[src/rtl/mac_stats_pkg.sv]
// Shared definitions for the MAC statistics / config register bank.
// Holds the CTRL register bit positions, the address region-select bit,
// the status (sticky overflow) register index and the region enum.
package mac_stats_pkg;

    localparam int unsigned CTRL_SAT        = 0;
    localparam int unsigned CTRL_COR        = 1;
    localparam int unsigned CTRL_FREEZE     = 2;
    localparam int unsigned CTRL_SNAP       = 3;
    localparam int unsigned CTRL_IRQ_EN_LSB = 8;
    localparam int unsigned IRQ_EN_COUNT    = 8;

    localparam int unsigned REGION_BIT = 5;
    localparam logic [4:0]  STATUS_IDX = 5'd31;

    typedef enum logic {
        REGION_CFG = 1'b0,
        REGION_CNT = 1'b1
    } reg_region_e;

endpackage

[src/rtl/mac_stat_counter.sv]
// One statistics counter with snapshot shadow.
// Ports:
//   clk, rst_n  clock, asynchronous active-low reset
//   inc, amt    increment enable and amount
//   sat         1 = clamp at all-ones on carry, 0 = wrap
//   freeze      ignore inc
//   clr         clear-on-read: clears cnt and shadow (a same-cycle event still lands)
//   snap        copy current cnt into shadow
//   cnt, shadow live and snapshot values
//   ovf_pulse   carry out of this cycle's increment
module mac_stat_counter #(
    parameter int unsigned CNT_W = 32,
    parameter int unsigned INC_W = 16
) (
    input  logic             clk,
    input  logic             rst_n,
    input  logic             inc,
    input  logic [INC_W-1:0] amt,
    input  logic             sat,
    input  logic             freeze,
    input  logic             clr,
    input  logic             snap,
    output logic [CNT_W-1:0] cnt,
    output logic [CNT_W-1:0] shadow,
    output logic             ovf_pulse
);

    localparam int unsigned SUM_W = CNT_W + 1;

    logic             active;
    logic [CNT_W:0]   sum;

    always_comb begin
        active    = inc && !freeze;
        sum       = {1'b0, cnt} + SUM_W'(amt);
        // A clear-on-read restarts from zero, so the increment cannot carry.
        ovf_pulse = active && !clr && sum[CNT_W];
    end

    always_ff @(posedge clk or negedge rst_n) begin
        if (!rst_n) begin
            cnt <= '0;
        end else if (clr) begin
            cnt <= active ? CNT_W'(amt) : '0;
        end else if (active) begin
            if (sum[CNT_W] && sat) begin
                cnt <= '1;
            end else begin
                cnt <= sum[CNT_W-1:0];
            end
        end
    end

    always_ff @(posedge clk or negedge rst_n) begin
        if (!rst_n) begin
            shadow <= '0;
        end else if (clr) begin
            shadow <= '0;
        end else if (snap) begin
            shadow <= cnt;
        end
    end

endmodule

[src/rtl/mac_stat_bank.sv]
// Config register file plus statistics counter bank for the Ethernet MAC.
// Ports:
//   clk, rst_n            clock, asynchronous active-low reset
//   reg_addr              bit5=0 config region, bit5=1 counter region; index in [4:0]
//   reg_wdata, reg_write  host write data / one-cycle write strobe
//   reg_read              one-cycle read strobe
//   reg_rdata, reg_rvalid read data, valid one cycle after reg_read
//   evt_inc, evt_amt      per-counter increment enable / amount (INC_W per counter)
//   cfg_out               all config registers, 16 bits each, flattened
//   irq                   level interrupt on enabled sticky overflows
module mac_stat_bank
    import mac_stats_pkg::*;
#(
    parameter int unsigned NUM_CFG = 16,
    parameter int unsigned NUM_CNT = 8,
    parameter int unsigned CNT_W   = 32,
    parameter int unsigned INC_W   = 16,
    parameter int unsigned DATA_W  = 32
) (
    input  logic                     clk,
    input  logic                     rst_n,
    input  logic [5:0]               reg_addr,
    input  logic [DATA_W-1:0]        reg_wdata,
    input  logic                     reg_write,
    input  logic                     reg_read,
    output logic [DATA_W-1:0]        reg_rdata,
    output logic                     reg_rvalid,
    input  logic [NUM_CNT-1:0]       evt_inc,
    input  logic [NUM_CNT*INC_W-1:0] evt_amt,
    output logic [NUM_CFG*16-1:0]    cfg_out,
    output logic                     irq
);

    reg_region_e        region;
    logic [4:0]         idx;
    logic               cfg_wr;
    logic               cnt_rd;
    logic               status_wr;
    logic               snap;
    logic [15:0]        wdata16;
    logic [15:0]        ctrl_wdata;
    logic [15:0]        ctrl;

    logic [15:0]        cfg_q [NUM_CFG];
    logic [CNT_W-1:0]   cnt_val [NUM_CNT];
    logic [CNT_W-1:0]   shadow_val [NUM_CNT];
    logic [NUM_CNT-1:0] ovf_vec;
    logic [NUM_CNT-1:0] cor_clr;
    logic [NUM_CNT-1:0] ovf_sticky;
    logic [NUM_CNT-1:0] w1c_mask;
    logic [NUM_CNT-1:0] irq_en;
    logic               snap_seen;
    logic [DATA_W-1:0]  rd_val;
    logic               unused_wdata;

    assign unused_wdata = ^reg_wdata;

    // Address decode
    always_comb begin
        region     = reg_region_e'(reg_addr[REGION_BIT]);
        idx        = reg_addr[4:0];
        wdata16    = 16'(reg_wdata);
        ctrl       = cfg_q[0];
        cfg_wr     = reg_write && (region == REGION_CFG);
        cnt_rd     = reg_read && (region == REGION_CNT);
        status_wr  = reg_write && (region == REGION_CNT) && (idx == STATUS_IDX);
        snap       = cfg_wr && (idx == 5'd0) && wdata16[CTRL_SNAP];
        ctrl_wdata = wdata16;
        // SNAP is a command, never stored.
        ctrl_wdata[CTRL_SNAP] = 1'b0;
        w1c_mask   = status_wr ? NUM_CNT'(reg_wdata) : '0;
    end

    always_comb begin
        cor_clr = '0;
        for (int unsigned i = 0; i < NUM_CNT; i++) begin
            cor_clr[i] = cnt_rd && ctrl[CTRL_COR] && (32'(idx) == i);
        end
    end

    // Config register file
    always_ff @(posedge clk or negedge rst_n) begin
        if (!rst_n) begin
            for (int unsigned i = 0; i < NUM_CFG; i++) begin
                cfg_q[i] <= '0;
            end
        end else if (cfg_wr) begin
            for (int unsigned i = 0; i < NUM_CFG; i++) begin
                if (32'(idx) == i) begin
                    cfg_q[i] <= (i == 0) ? ctrl_wdata : wdata16;
                end
            end
        end
    end

    for (genvar g = 0; g < NUM_CFG; g++) begin : g_cfg_out
        assign cfg_out[g*16 +: 16] = cfg_q[g];
    end

    // Counter bank
    for (genvar g = 0; g < NUM_CNT; g++) begin : g_cnt
        mac_stat_counter #(
            .CNT_W (CNT_W),
            .INC_W (INC_W)
        ) u_cnt (
            .clk       (clk),
            .rst_n     (rst_n),
            .inc       (evt_inc[g]),
            .amt       (evt_amt[g*INC_W +: INC_W]),
            .sat       (ctrl[CTRL_SAT]),
            .freeze    (ctrl[CTRL_FREEZE]),
            .clr       (cor_clr[g]),
            .snap      (snap),
            .cnt       (cnt_val[g]),
            .shadow    (shadow_val[g]),
            .ovf_pulse (ovf_vec[g])
        );
    end

    // Sticky overflow and snapshot history; a same-cycle overflow beats W1C.
    always_ff @(posedge clk or negedge rst_n) begin
        if (!rst_n) begin
            ovf_sticky <= '0;
            snap_seen  <= 1'b0;
        end else begin
            ovf_sticky <= (ovf_sticky & ~w1c_mask) | ovf_vec;
            if (snap) begin
                snap_seen <= 1'b1;
            end
        end
    end

    always_comb begin
        irq_en = '0;
        for (int unsigned i = 0; i < NUM_CNT && i < IRQ_EN_COUNT; i++) begin
            irq_en[i] = ctrl[CTRL_IRQ_EN_LSB + i];
        end
    end

    assign irq = |(ovf_sticky & irq_en);

    // Read mux samples pre-update state, so a colliding write is not visible.
    always_comb begin
        rd_val = '0;
        if (region == REGION_CFG) begin
            for (int unsigned i = 0; i < NUM_CFG; i++) begin
                if (32'(idx) == i) begin
                    rd_val = DATA_W'(cfg_q[i]);
                end
            end
        end else if (idx == STATUS_IDX) begin
            rd_val = DATA_W'(ovf_sticky);
        end else begin
            for (int unsigned i = 0; i < NUM_CNT; i++) begin
                if (32'(idx) == i) begin
                    rd_val = snap_seen ? DATA_W'(shadow_val[i]) : DATA_W'(cnt_val[i]);
                end
            end
        end
    end

    always_ff @(posedge clk or negedge rst_n) begin
        if (!rst_n) begin
            reg_rdata  <= '0;
            reg_rvalid <= 1'b0;
        end else begin
            reg_rvalid <= reg_read;
            reg_rdata  <= reg_read ? rd_val : '0;
        end
    end

endmodule

[config.mk]
export PLATFORM = sky130hd
export DESIGN_NAME = mac_stat_bank
export DESIGN_NICKNAME = d
export VERILOG_FILES = /design/src/rtl/mac_stats_pkg.sv /design/src/rtl/mac_stat_counter.sv /design/src/rtl/mac_stat_bank.sv
export SDC_FILE = /design/constraint.sdc
export NUM_CORES = 2
export LEC_CHECK = 0
export ABC_AREA = 1
export CAP_MARGIN = 20
export CELL_PAD_IN_SITES_DETAIL_PLACEMENT = 0
export CELL_PAD_IN_SITES_GLOBAL_PLACEMENT = 1
export CORE_ASPECT_RATIO = 0.5
export CORE_UTILIZATION = 43
export CTS_CLUSTER_SIZE = 14
export DETAILED_ROUTE_END_ITERATION = 12
export PLACE_DENSITY_LB_ADDON = 0.1
export SLEW_MARGIN = 20
export SYNTH_ARGS = -nofsm -noshare
export SYNTH_HDL_FRONTEND = slang
export SYNTH_SLANG_ARGS = --single-unit
[constraint.sdc]
create_clock -name clk -period 3.4 [get_ports clk]
set_input_delay 0.34 -clock clk [delete_from_list [all_inputs] [get_ports clk]]
set_output_delay 0.34 -clock clk [all_outputs]
set_load 0.01 [all_outputs]
======== Word-level counts from Yosys, hierarchy flattened ========
Index checks and enable logic that the tools add are counted.
operators by class
  equal/unequal tests ..................... 16
  bitwise logic cells ..................... 5
  add/subtract/negate cells ............... 8
  muxes and demuxes ....................... 84
  reduce and logical (&&, ||, !) cells .... 90
operators with widths
  cell                count
  $mux 32             72
  $add 32x16->33      8
  $mux 16             11
  $logic_and 1x1->1   47
  $eq 5x4->1 const B  8
  $reduce_and 2->1    16
  $reduce_bool 2->1   16
  $eq 5x3->1 const B  4
  $and 8x8->8         2
  $eq 5x2->1 const B  2
  $logic_not 1->1     9
  $mux 8              1
  $not 8->8           1
  $or 8x8->8          1
  $reduce_or 8->1     1
  $eq 5x1->1 const B  1
  $eq 5x5->1 const B  1
  $logic_not 5->1     1
  $not 1->1           1
word-level totals
  logic and storage cells ................. 239
  flip-flop bits (word level) ............. 809
  bits of input ports ..................... 178

======== Logic depth before layout (Yosys ltp) ========
  depth in word-level cells ............... 19
  depth in mapped cells ................... 19

======== Modules after synthesis ========
Synthesis repeated with hierarchy kept, for this count alone.
unflattened totals
  cells, all modules ...................... 7861
  area total of the unflattened synthesis .. 52113.7 µm²
by module, submodules not included
  module            sequential area each (µm²)  area an instance (µm²)  times used  cells an instance
  mac_stat_counter  1601.5                      4309.1                  8           659
  mac_stat_bank     7432.1                      17640.7                 1           2589

======== Least setup slack after synthesis ========
Ideal clock, no wire load.
  path kind ............................... register to register
  start ................................... reg g_cnt[3].u_cnt.cnt[0]
  end ..................................... reg g_cnt[3].u_cnt.cnt[27]
  path buffers ............................ 1
  slack ................................... 1.000 ns
  required time ........................... 3.317 ns
  library setup time ...................... 0.083 ns
  arrival time ............................ 2.318 ns
  stages on the path, launching flop included .. 16
  clock period less this slack ............ 2.400 ns
  path through ............................ dfrtp_1 -> ha_1 -> inv_1 -> fa_1 -> inv_1 -> nand3_1 -> nand2_1 -> a21oi_1 -> o21bai_1 -> nand4_1 -> o21ai_2 -> nand3_2 -> buf_2 -> nand3_1 -> nand2_1 -> o21ai_0
on the way
  word-level cells in the longest chain between the ends .. 5
RTL lines
  element                 RTL line                text
  start, declared         mac_stat_counter.sv:23  output logic [CNT_W-1:0] cnt,
  start signal, assigned  mac_stat_counter.sv:44  cnt <= active ? CNT_W'(amt) : '0;
  start signal, assigned  mac_stat_counter.sv:49  cnt <= sum[CNT_W-1:0];
  $add 32x16->33 *        mac_stat_counter.sv:35  sum = {1'b0, cnt} + SUM_W'(amt);
  $logic_and 1x1->1       mac_stat_counter.sv:46  if (sum[CNT_W] && sat) begin
  $mux 32 *               mac_stat_counter.sv:46
  $mux 32 *               mac_stat_counter.sv:45  end else if (active) begin
  $mux 32 *               mac_stat_counter.sv:43  end else if (clr) begin
Every way passes the cells marked *; elsewhere a longest branch is shown, timed or not. The select of a mux whose other input is x is not followed.
A chain may end at the register's enable or synchronous reset.

======== Worst setup path after layout ========
  start ................................... reg snap_seen
  end ..................................... reg reg_rdata[4]
on the way
  word-level cells in the longest chain between the ends .. 12
  elaborated cells on any way between the ends .. 19
  classes of those cells .................. 19 x mux
RTL lines
  element                 RTL line              text
  start, declared         mac_stat_bank.sv:52   logic snap_seen;
  start signal, assigned  mac_stat_bank.sv:124  snap_seen <= 1'b0;
  start signal, assigned  mac_stat_bank.sv:128  snap_seen <= 1'b1;
  $mux 32                 mac_stat_bank.sv:156  rd_val = snap_seen ? DATA_W'(shadow_val[i]) : DATA_W'(cnt_val[i]);
  $mux 32 (7 in series)   mac_stat_bank.sv:155  if (32'(idx) == i) begin
  $mux 32 *               mac_stat_bank.sv:155
  $mux 32 *               mac_stat_bank.sv:151  end else if (idx == STATUS_IDX) begin
  $mux 32 *               mac_stat_bank.sv:145  if (region == REGION_CFG) begin
  $mux 32 *               mac_stat_bank.sv:168  reg_rdata <= reg_read ? rd_val : '0;
  end signal, assigned    mac_stat_bank.sv:168
  end, declared           mac_stat_bank.sv:26   output logic [DATA_W-1:0] reg_rdata,
Every way passes the cells marked *; elsewhere a longest branch is shown, timed or not.

==> results.toml <==
[routing]
first_pass_iters = 6
first_iter_violations = 4344
drc = 0
vias = 46500
wl_um = 186000
vias_per_cell = 5.59
detail-route-antenna-nets = 0
routedWlPerCell_um = 22.4

[setup_path]
r2r_start = "snap_seen"
cp.required_ns = 4.00
critPathLaunchType = "flop"
endpoint_kind = "flop"
arrival_ns = 3.84
crit_path_max_fanout = 42
crit_buf_inv = 5
max_stage_delay_ns = 0.61
reg2reg_to = "reg_rdata[4]"
crit_path_start = "snap_seen"
worstSetupPathType = "reg -> reg"
path_cells = "buf_4 -> buf_12 -> buf_4 -> o211ai_1 -> nand4_1 -> nor3_1 -> buf_4 -> o2111ai_1 -> o211ai_1 -> nand2_1 -> nand2_1 -> inv_1"
r2r_slack_ns = 0.17
crit_family = "buffers and inverters"
cp_slowest_cell = "dfrtp_4"
reg2reg_depth = 12
path_common_cell = "buf_4"

[floorplan]
core_um2 = 109000
start_util_pct = 43.9
die-area_um2 = 112000
fp.dieW_um = 473
die_h_um = 237
ios = 468
num_rows = 85

[cts]
insertion_delay_ns = 0.70
cts_buffers = 81
tritoncts = "built"
postCtsSetupRepairBufs = 0
clockBufferDepth = 3
cts_sinks = 809
clock-root-buffer = "clkbuf_16"
h-tree-depth = 3
clk_pin_slew_ns = 0.07

[finish]
nFillCells = 10500
fin_util_pct = 53.2
fin_nets = 7085
drive_gt1_share_pct = 8.32
area_growth_syn_to_layout_pct = 21.3
stdcell_area_um2 = 57800
final_cells = 8312

[synth]
synth_area_per_cell_um2 = 7.58
ys.flop_type = "dfrtp_1"
synth.distinct_cells = 66
ys_seq_area_share_pct = 42.5
synth_cells = 6286
synth_nets = 6600
synth_seq_cells = 809
async_reset_ff_share_pct = 100
synth_edf_count = 0
netlist_area_um2 = 47700
yosysWarnings = 0

[power]
peakVddDrop_mv = 0.376
p_leak_nw = 27.1
p_per_area_nw_per_um2 = 659
power_mw = 38.1

[timing]
slew_headroom_pct = 23.8
period_needed_ns = 3.23
fin_skew_ns = 0.0177
fin_ws_ns = 0.165
setup_violations = 0
fmaxAchievable_mhz = 309
rsz0062_at_grt = "false"
maxSlewViolCount = 0
hold_viol_final = 0
tightestPinTransition_ns = 1.14
min_period_over_period_pct = 95.1

[placement]
place_area_um2 = 55000
gp_congestion = 0.932
post-dp-hpwl_um = 139000
post-place-ws_ns = -0.243
dp.cells = 8166
io_buffers = 450

[run_status]
status = "completed"

[grt]
grt_max_degree = 118
grt_pass1_wl_um = 280000
grt.overflow.total = 0
grt_pass1_vias = 44000
antenna_found_initial = 12
grt_usage_pct = 32.8

[job]
cap_violations = 0

[min_path]
hp-class = "in -> async"
[per-stage QoR]
stage	TNS, ns	hold WS, ns
global route	0	0.148
detailed placement	-36.89	0.280
global placement	-26.53	0.273
floorplan	0	0.0444
CTS	0	0.122
finish	0	0.125
[worst reg2reg max path, stage by stage (launching register included)]
cell,delay [ns]
dfrtp_4,0.61
buf_4,0.24
buf_12,0.18
buf_4,0.25
o211ai_1,0.43
nand4_1,0.35
nor3_1,0.28
buf_4,0.20
o2111ai_1,0.20
o211ai_1,0.16
nand2_1,0.11
nand2_1,0.09
inv_1,0.04
[routing by layer]
metal / GRT usage [%] / wire length (um)
met1: 47.1 / 83600
met2: 48.7 / 79600
met4: 9.86 / 5890
met3: 7.96 / 16700
met5: 0 / 83
[cell usage after synthesis (6+ instances only)]
cell type / n / share of area (%)
nor3_1: 81 / 0.85
a21oi_1: 233 / 2.4
ha_1: 128 / 3.4
a22oi_1: 21 / 0.33
a21o_1: 18 / 0.28
nand3_2: 7 / 0.15
nand3_1: 378 / 4.0
clkbuf_1: 171 / 1.3
o22ai_2: 34 / 0.89
dfrtp_1: 809 / 42
nand2_1: 1590 / 13
a31oi_1: 15 / 0.20
buf_6: 10 / 0.24
nand2_2: 20 / 0.26
o211ai_1: 159 / 2.5
xor2_1: 119 / 2.2
buf_1: 22 / 0.17
nor2_1: 306 / 2.4
buf_4: 6 / 0.094
o2111ai_1: 22 / 0.40
inv_2: 18 / 0.14
fa_1: 8 / 0.34
o221ai_1: 12 / 0.22
o21ai_0: 826 / 8.7
o22ai_1: 111 / 1.5
inv_1: 695 / 5.5
xnor2_1: 42 / 0.77
or2_2: 42 / 0.55
buf_2: 102 / 1.1
a211oi_1: 25 / 0.39
nand4_1: 96 / 1.3
o21ai_1: 30 / 0.31
nor2_2: 12 / 0.16
nor2_4: 9 / 0.21
o21bai_1: 15 / 0.24
nor4_1: 18 / 0.24
a21boi_0: 11 / 0.17
[worst max-delay path by stage]
| stage | to | slack (ns) | cells past startpoint |
|---|---|---|---|
| 5_1_grt | reg_rdata[9] | 0.02 | 10 |
| 3_5_place_dp | reg_rdata[7] | -0.24 | 16 |
| 3_3_place_gp | reg_rdata[9] | -0.26 | 15 |
| 6_report | reg_rdata[4] | 0.17 | 12 |
| 2_1_floorplan | g_cnt[3].u_cnt.cnt[27] | 1.0 | 15 |
| 4_1_cts | reg_rdata[9] | 0.12 | 10 |
[sequential cells by signal, indices dropped and copies added (netlist names)]
name                flops
cfg_out               240
ctrl                   15
g_cnt.u_cnt.cnt       256
g_cnt.u_cnt.shadow    256
ovf_sticky              8
reg_rdata              32
reg_rvalid              1
snap_seen               1
[cells in the final DEF, fill, tap and decap left out, types with 30 or more instances in the layout]
cell             Yosys  routed
a21oi_1            233     233
buf_12               0      31
buf_4                6     232
clkbuf_16            0      83
clkdlybuf4s50_1      0     449
dfrtp_1            809     808
ha_1               128     128
inv_1              695     695
nand2_1           1590    1589
nand3_1            378     378
nand4_1             96      96
nor2_1             306     302
nor3_1              81      80
o211ai_1           159     159
o21ai_0            826     826
o21ai_1             30      30
o22ai_1            111     111
o22ai_2             34      34
or2_2               42      42
xnor2_1             42      42
xor2_1             119     119
[timing repair]
action,in CTS,in global routing
resized for setup,0,1
endpoints found under the setup margin,0,1
hold buffers,1,0
endpoints found under the hold margin,52,0
[cell families after synthesis]
group,synth area share (%)
XOR/XNOR,2.96
AND/OR/NAND/NOR,23.3
flip-flops,42.5
buffers and inverters,8.62
AO/OA/AOI/OAI,18.9
other,0.00787
adder cells (fa/ha/maj),3.70
[final cells by class]
cell class / count / area [um2] / area share, %
antenna: 2 / 5.00 / 0.00866
clock buffer: 113 / 2380 / 4.12
clock inverter: 30 / 407 / 0.703
inverter: 719 / 2710 / 4.68
multi-input combinational: 4446 / 23300 / 40.4
sequential: 809 / 20200 / 35.0
tap: 1479 / 1850 / 3.20
timing repair buffer: 714 / 6880 / 11.9
[report_power, final]
part	internal [mW]	switching (mW)	total, mW
logic	5.64	8.64	14.3
registers	11.8	2.17	14.0
clock network	5.51	4.31	9.83
total	23.0	15.1	38.1
No activity file was read; power rests on OpenSTA's default activity.
